===== src/rtl/mem_access_unit.sv =====
// MAR/MDR owner and SRAM access sequencer for the SLC-3 datapath, with programmable wait states.
// Optional memory-mapped I/O at address 0xFFFF is enabled by defining SLC3_MMIO_EN.
module mem_access_unit #(
    parameter int WAIT_STATES = 1,
    parameter int ADDR_W      = 16
) (
    input  logic              Clk,
    input  logic              Reset,
    input  logic [15:0]       Bus,
    input  logic              LD_MAR,
    input  logic              LD_MDR,
    input  logic              Mem_Rd,
    input  logic              Mem_Wr,
    output logic [15:0]       MAR,
    output logic [15:0]       MDR,
    output logic              Busy,
    output logic              Mem_Ready,
    output logic [ADDR_W-1:0] Mem_Addr,
    input  logic [15:0]       Data_from_SRAM,
    output logic [15:0]       Data_to_SRAM,
    output logic              Data_Oe,
    output logic              Mem_CE_n,
    output logic              Mem_OE_n,
    output logic              Mem_WE_n,
    input  logic [15:0]       Switches,
    output logic [15:0]       Hex_Out,
    output logic [2:0]        o_dbg_state
);

    typedef enum logic [2:0] {
        S_IDLE     = 3'd0,
        S_RD       = 3'd1,
        S_RD_DONE  = 3'd2,
        S_WR_SETUP = 3'd3,
        S_WR_PULSE = 3'd4,
        S_WR_HOLD  = 3'd5,
        S_WR_DONE  = 3'd6
    } state_t;

    localparam logic [2:0] WS_LAST = WAIT_STATES[2:0];

    state_t      r_state;
    state_t      w_next_state;
    logic [2:0]  r_wait;
    logic [15:0] r_mar;
    logic [15:0] r_mdr;
    logic        w_wait_last;
    logic        w_io_sel;
    logic        w_sram_ce;
    logic        w_sram_oe;
    logic        w_sram_we;
    logic        w_drive;

    // The address decode only matters while busy, when MAR is frozen.
`ifdef SLC3_MMIO_EN
    logic [15:0] r_hex;
    assign w_io_sel = (r_mar == 16'hFFFF);
    assign Hex_Out  = r_hex;
`else
    logic w_unused_switches;
    assign w_io_sel          = 1'b0;
    assign Hex_Out           = 16'h0000;
    assign w_unused_switches = ^Switches;
`endif

    assign w_wait_last = (r_wait == WS_LAST);

    always_comb begin
        w_next_state = r_state;
        case (r_state)
            S_IDLE: begin
                if (Mem_Rd) begin
                    w_next_state = S_RD;
                end else if (Mem_Wr) begin
                    w_next_state = S_WR_SETUP;
                end
            end
            S_RD: begin
                if (w_wait_last) begin
                    w_next_state = S_RD_DONE;
                end
            end
            S_RD_DONE:  w_next_state = S_IDLE;
            S_WR_SETUP: w_next_state = S_WR_PULSE;
            S_WR_PULSE: begin
                if (w_wait_last) begin
                    w_next_state = S_WR_HOLD;
                end
            end
            S_WR_HOLD:  w_next_state = S_WR_DONE;
            S_WR_DONE:  w_next_state = S_IDLE;
            default:    w_next_state = S_IDLE;
        endcase
    end

    always_comb begin
        w_sram_ce = 1'b0;
        w_sram_oe = 1'b0;
        w_sram_we = 1'b0;
        w_drive   = 1'b0;
        case (r_state)
            S_RD: begin
                w_sram_ce = 1'b1;
                w_sram_oe = 1'b1;
            end
            S_WR_SETUP, S_WR_HOLD: begin
                w_sram_ce = 1'b1;
                w_drive   = 1'b1;
            end
            S_WR_PULSE: begin
                w_sram_ce = 1'b1;
                w_sram_we = 1'b1;
                w_drive   = 1'b1;
            end
            default: begin
                w_sram_ce = 1'b0;
            end
        endcase
    end

    // I/O accesses keep every SRAM pin idle but follow the same state timing.
    assign Mem_CE_n     = ~(w_sram_ce & ~w_io_sel);
    assign Mem_OE_n     = ~(w_sram_oe & ~w_io_sel);
    assign Mem_WE_n     = ~(w_sram_we & ~w_io_sel);
    assign Data_Oe      = w_drive & ~w_io_sel;
    assign Busy         = (r_state != S_IDLE);
    assign Mem_Ready    = (r_state == S_RD_DONE) || (r_state == S_WR_DONE);
    assign MAR          = r_mar;
    assign MDR          = r_mdr;
    assign Mem_Addr     = r_mar[ADDR_W-1:0];
    assign Data_to_SRAM = r_mdr;
    assign o_dbg_state  = r_state;

    always_ff @(posedge Clk) begin
        if (Reset) begin
            r_state <= S_IDLE;
            r_wait  <= 3'd0;
            r_mar   <= 16'h0000;
            r_mdr   <= 16'h0000;
        end else begin
            r_state <= w_next_state;
            // Loads share the request edge, so a new request sees the fresh MAR/MDR.
            if (r_state == S_IDLE) begin
                if (LD_MAR) begin
                    r_mar <= Bus;
                end
                if (LD_MDR) begin
                    r_mdr <= Bus;
                end
            end
            if ((r_state == S_RD) || (r_state == S_WR_PULSE)) begin
                r_wait <= w_wait_last ? 3'd0 : r_wait + 3'd1;
            end
            if ((r_state == S_RD) && w_wait_last) begin
`ifdef SLC3_MMIO_EN
                r_mdr <= w_io_sel ? Switches : Data_from_SRAM;
`else
                r_mdr <= Data_from_SRAM;
`endif
            end
        end
    end

`ifdef SLC3_MMIO_EN
    always_ff @(posedge Clk) begin
        if (Reset) begin
            r_hex <= 16'h0000;
        end else if ((r_state == S_WR_SETUP) && w_io_sel) begin
            r_hex <= r_mdr;
        end
    end
`endif

endmodule

===== config.mk =====
export PLATFORM = sky130hd
export DESIGN_NAME = mem_access_unit
export DESIGN_NICKNAME = d
export VERILOG_FILES = /design/src/rtl/mem_access_unit.sv
export SDC_FILE = /design/constraint.sdc
export NUM_CORES = 1
export LEC_CHECK = 0
export BUFFER_PORTS_ARGS = -buffer_cell sky130_fd_sc_hd__buf_2
export CAP_MARGIN = 20
export CORE_MARGIN = 1
export CORE_UTILIZATION = 25
export CTS_CLUSTER_SIZE = 25
export DETAILED_ROUTE_END_ITERATION = 7
export PLACE_DENSITY = 0.58
export SYNTH_ARGS = -nofsm -noshare
export SYNTH_HDL_FRONTEND = slang
export SYNTH_SLANG_ARGS = --single-unit

===== constraint.sdc =====
create_clock -name Clk -period 1.8 [get_ports Clk]
set_clock_uncertainty 0.1 [all_clocks]
set_input_delay 0.36 -clock Clk [delete_from_list [all_inputs] [get_ports Clk]]
set_output_delay 0.36 -clock Clk [all_outputs]
set_load 0.01 [all_outputs]

; After elaboration in Yosys (flattened, before gate mapping)
; Index checks and enable logic that the tools add are counted.
[word_totals]
register_bits = 38
inputBits = 54
[classes]
addsub = 1
n_eq_ne = 10
mux = 13
bitwise_logic = 3
reduce_logical = 12
[ops]
columns = operator, n
row1 = $mux 16, 3
row2 = $mux 3, 5
row3 = $pmux 3 s5, 1
row4 = $eq 3x3->1 const B, 3
row5 = $eq 3x1->1 const B, 2
row6 = $eq 3x2->1 const B, 2
row7 = $mux 1, 4
row8 = $ne 2x2->1 const B, 2
row9 = $reduce_and 2->1, 2
row10 = $reduce_bool 2->1, 2
row11 = $reduce_or 4->1, 1
row12 = $add 3x1->3 const B, 1
row13 = $logic_not 3->1, 1
row14 = $ne 3x3->1 const B, 1
row15 = $not 1->1, 3
row16 = $reduce_and 3->1, 1
row17 = $reduce_bool 3->1, 1
row18 = $reduce_or 3->1, 1
row19 = $logic_or 1x1->1, 2
row20 = $logic_and 1x1->1, 1

; Longest topological paths before layout
[logic_depth]
depth_word = 4
mapped_depth = 5
ltp_nobuf = 4

; Least setup slack after synthesis
; OpenSTA, ideal clock, no wires.
[synth_path]
path_type = reg2reg
startpoint = register r_state[1], in the netlist o_dbg_state[1]
endpoint = register r_mdr[10], in the netlist Data_to_SRAM[10]
arrival_ns = 1.436
required_ns = 1.568
path_slack_ns = 0.132
stages_incl_launch_ff = 6
n_path_buf = 2
path_cell_list = dfxtp_1 or4b_1 clkbuf_2 buf_2 o211ai_1 a21oi_1
[synth_between]
elab_chain_len = 4
word_cells_on_any_way = 7
classes_between = eq/ne (1) / mux (1) / reduce/logical (5)
[synth_rtl]
columns = element, line_no
row1 = start: declaration, 42  ; state_t r_state;
row2 = start signal: assignment, 141  ; r_state <= w_next_state;
row3 = $eq 3x1->1, 154  ; if ((r_state == S_RD) && w_wait_last) begin
row4 = $logic_and 1x1->1, 154
row5 = $reduce_bool 2->1 (no line), --
row6 = $reduce_and 2->1 (no line), --
row7 = end signal: assignment, 148  ; r_mdr <= Bus;
row8 = end signal: assignment, 158  ; r_mdr <= Data_from_SRAM;
row9 = end: declaration, 46  ; logic [15:0] r_mdr;
; Several ways; a longest one is shown, not always the timed one.
; A chain may end at the register's enable or synchronous reset.

; Worst setup path after layout
[layout_path]
startpoint = register r_state[2], in the netlist o_dbg_state[2]
endpoint = output Mem_OE_n
[layout_between]
elab_chain_len = 3
[layout_rtl]
columns = element, line_no
row1 = $eq 3x1->1, 101  ; case (r_state)
row2 = $mux 1, 101
row3 = $not 1->1, 123  ; assign Mem_OE_n = ~(w_sram_oe & ~w_io_sel);
row4 = end: declaration, 23  ; output logic Mem_OE_n,
; No other way between the ends.

==> impl_metrics.csv <==
group,metric,value,unit
sta,period_needed,1758,ps
placement,hpwlAfterDp,4.357,mm
grt,antenna_found_initial,0,
synth,async_flop_share,0,
power,total_power,2.571,mW
clock_tree,cts-htree-levels,2,
die,core,0.007888,mm²
layout,layout-drive-gt1-share,0.4421,
layout,finalNonFillerCells,430,
drt,drc,0,
power,sw_frac_of_total,0.3581,
synth,synth_cell_types,38,
critical_path,critPathMaxFanout,17,
clock_tree,clock-sinks,38,
synth,ys_seq_area_frac,0.3669,
critical_path,rr_worst_depth,6,
layout,multi_input_area,902.1,µm²
critical_path,crit_path_end_kind,"output pin",
critical_path,r2r-end,"Data_to_SRAM[15]",
layout,seq_area,769.5,µm²
placement,place_ws,133.0,ps
grt,first_global_vias,1689,
layout,finalNetCount,383,
layout,fillers,841,
grt,track_usage,0.1276,
synth,synth_simple_gate_area_frac,0.1623,
die,die_x,93.07,µm
sta,max_clock_freq,0.5689,GHz
power,p_comb_frac,0.377,
die,start_util,0.2628,
drt,drt_iter0_markers,73,
synth,synth_compound_area_frac,0.2263,
power,internal_power,1.650,mW
grt,gr-total-overflow,0,
critical_path,cp.required,1340,ps
die,die_area,0.008661,mm²
grt,grt_max_degree,26,
synth,avgSynthCellArea,8.532,µm²
layout,fin_area,0.002613,mm²
drt,viasPerCell,4.598,
synth,yosysWarnings,0,
critical_path,cp-endpoint,"Mem_OE_n",
placement,io_buffer_count,110,
critical_path,r2r_start,"o_dbg_state[1]",
run,cap_violations,0,
synth,synthFlopType,"dfxtp_1",
power,clkPwrFrac,0.223,
critical_path,arrival,1300,ps
synth,synth_edf_count,0,
power,power_density,983.9,mW/mm²
sta,finalSetupViolCount,0,
sta,fin_tns_setup,0,ps
drt,vias,1977,
sta,min_period_over_period,0.9766,
power,p_leak,1.254,nW
drt,wire_per_inst,13.06,µm
power,netSwitchingPower,0.9205,mW
die,rows,32,
layout,most-common-layout-cells,"buf_2 (110), nand2_1 (38), a21oi_1 (36)",
synth,ys_ff_latch,38,
layout,n_antenna_cell,0,
drt,antenna_left,0,
placement,dpl-instance-area,0.002496,mm²
critical_path,crit_start,"o_dbg_state[2]",
sta,hold_violations,0,
clock_tree,numCtsBuffers,5,
drt,drt_wl_total,5.615,mm
sta,finalMaxSlewViolations,0,
drt,dr.pass1.iters,4,
placement,dpl.cell_count,421,
clock_tree,clk_latency,280,ps
synth,synthAdderAreaFrac,0,
die,die_h,93.07,µm
clock_tree,cts.reportedPaths.clkPinSlew,70,ps
placement,place.gp.congestion,0.8140,
clock_tree,tritoncts,"done",
critical_path,startpoint_type,"flip-flop",
die,num_io_pins,143,
clock_tree,clk_path_buf_depth,2,
power,p_seq_frac,0.400,
synth,synthesis.area,0.002073,mm²
synth,synthCells,243,
status,status,"finished clean",
clock_tree,cts_root_buffer,"clkbuf_8",
critical_path,path_class,"reg -> out",
synth,synth-xor-area-share,0.01750,
critical_path,regToRegSetupSlack,100,ps
power,ir_worst_vdd,0.2897,mV
synth,synthMuxAreaShare,0,
min_path,hp-class,"in -> reg",
grt,grt_pass1_wl,8.542,mm
layout,final_common_cell,"buf_2",
synth,synth_top_family_by_area,"compound AO/OA/AOI/OAI gates",
layout,area.growth.synth_to_final,26.01,%
sta,setup_ws,42.19,ps
-- worst min-delay path by stage --
stage,startpoint,endpoint,slack (ps),depth (start not counted)
after floorplan,r_wait[0],r_wait[0],390,2
after global placement,MAR[2],MAR[2],350,2
after detailed placement,MAR[14],MAR[14],360,2
after CTS,Bus[12],MAR[12],220,3
after global routing,Bus[12],MAR[12],210,3
final,Bus[6],MAR[6],230,3
-- Yosys cell counts, types with 3 or more instances --
cell type / count / area (µm²)
a32oi_1: 15 / 131.4
clkbuf_1: 10 / 37.54
a21oi_1: 36 / 180.2
inv_1: 3 / 11.26
o211ai_1: 15 / 112.6
nand2_1: 38 / 142.6
dfxtp_1: 38 / 760.7
buf_4: 48 / 360.4
buf_2: 4 / 20.02
nor2_1: 4 / 15.01
-- registers in the layout (all words and copies together) (netlist names) --
name,cells
o_dbg_state,3
r_wait,3
Data_to_SRAM,16
MAR,16
-- power groups by stage --
stage	Combinational, mW	Sequential (mW)	Clock, mW
after floorplan	0.641	1.09	0
after global placement	0.941	1.05	0
after detailed placement	0.947	1.06	0
after CTS	0.966	1.03	0.600
after global routing	1.06	1.04	0.625
final	0.970	1.03	0.574
-- layer usage --
layer  vias up  track usage  share of wire
met5         -            0              0
met4         0      0.05385          0.011
met3         5      0.02276          0.051
met2        80       0.2077           0.49
met1       923       0.1653           0.45
li1        969            -              -
-- area by class of cell --
cell class	instances	area share
timing repair buffer	130	0.2730
sequential	38	0.2945
inverter	4	0.006705
multi-input combinational	150	0.3453
tap	102	0.04885
clock buffer	6	0.03161
-- through the flow --
stage,utilization,hold WS (ps)
2_1_floorplan,-,385.6
3_3_place_gp,0.3165,352.3
3_5_place_dp,0.3165,362.0
4_1_cts,0.3293,215.3
5_1_grt,0.3312,212.4
6_report,0.3312,226.0
-- critical path, stage by stage (launching register included) --
cell and delay (ps):
dfxtp_4 350, buf_4 140, nor3b_4 230, inv_4 130
buf_2 160
-- cell families (layout without fill, tap and decap cells) --
group | after synthesis | count (layout)
flip-flops | 38 | 38
buffers and inverters | 70 | 140
AND/OR/NAND/NOR | 60 | 60
AO/OA/AOI/OAI | 72 | 72
XOR/XNOR | 2 | 2
other | 1 | 16
-- timing repair --
action | in CTS | in global routing
hold buffers | 0 | 0
setup buffers | 1 | 2
resized for setup | 6 | 0
setup endpoints to repair | 4 | 2
Power figures use the tool's default switching activity.
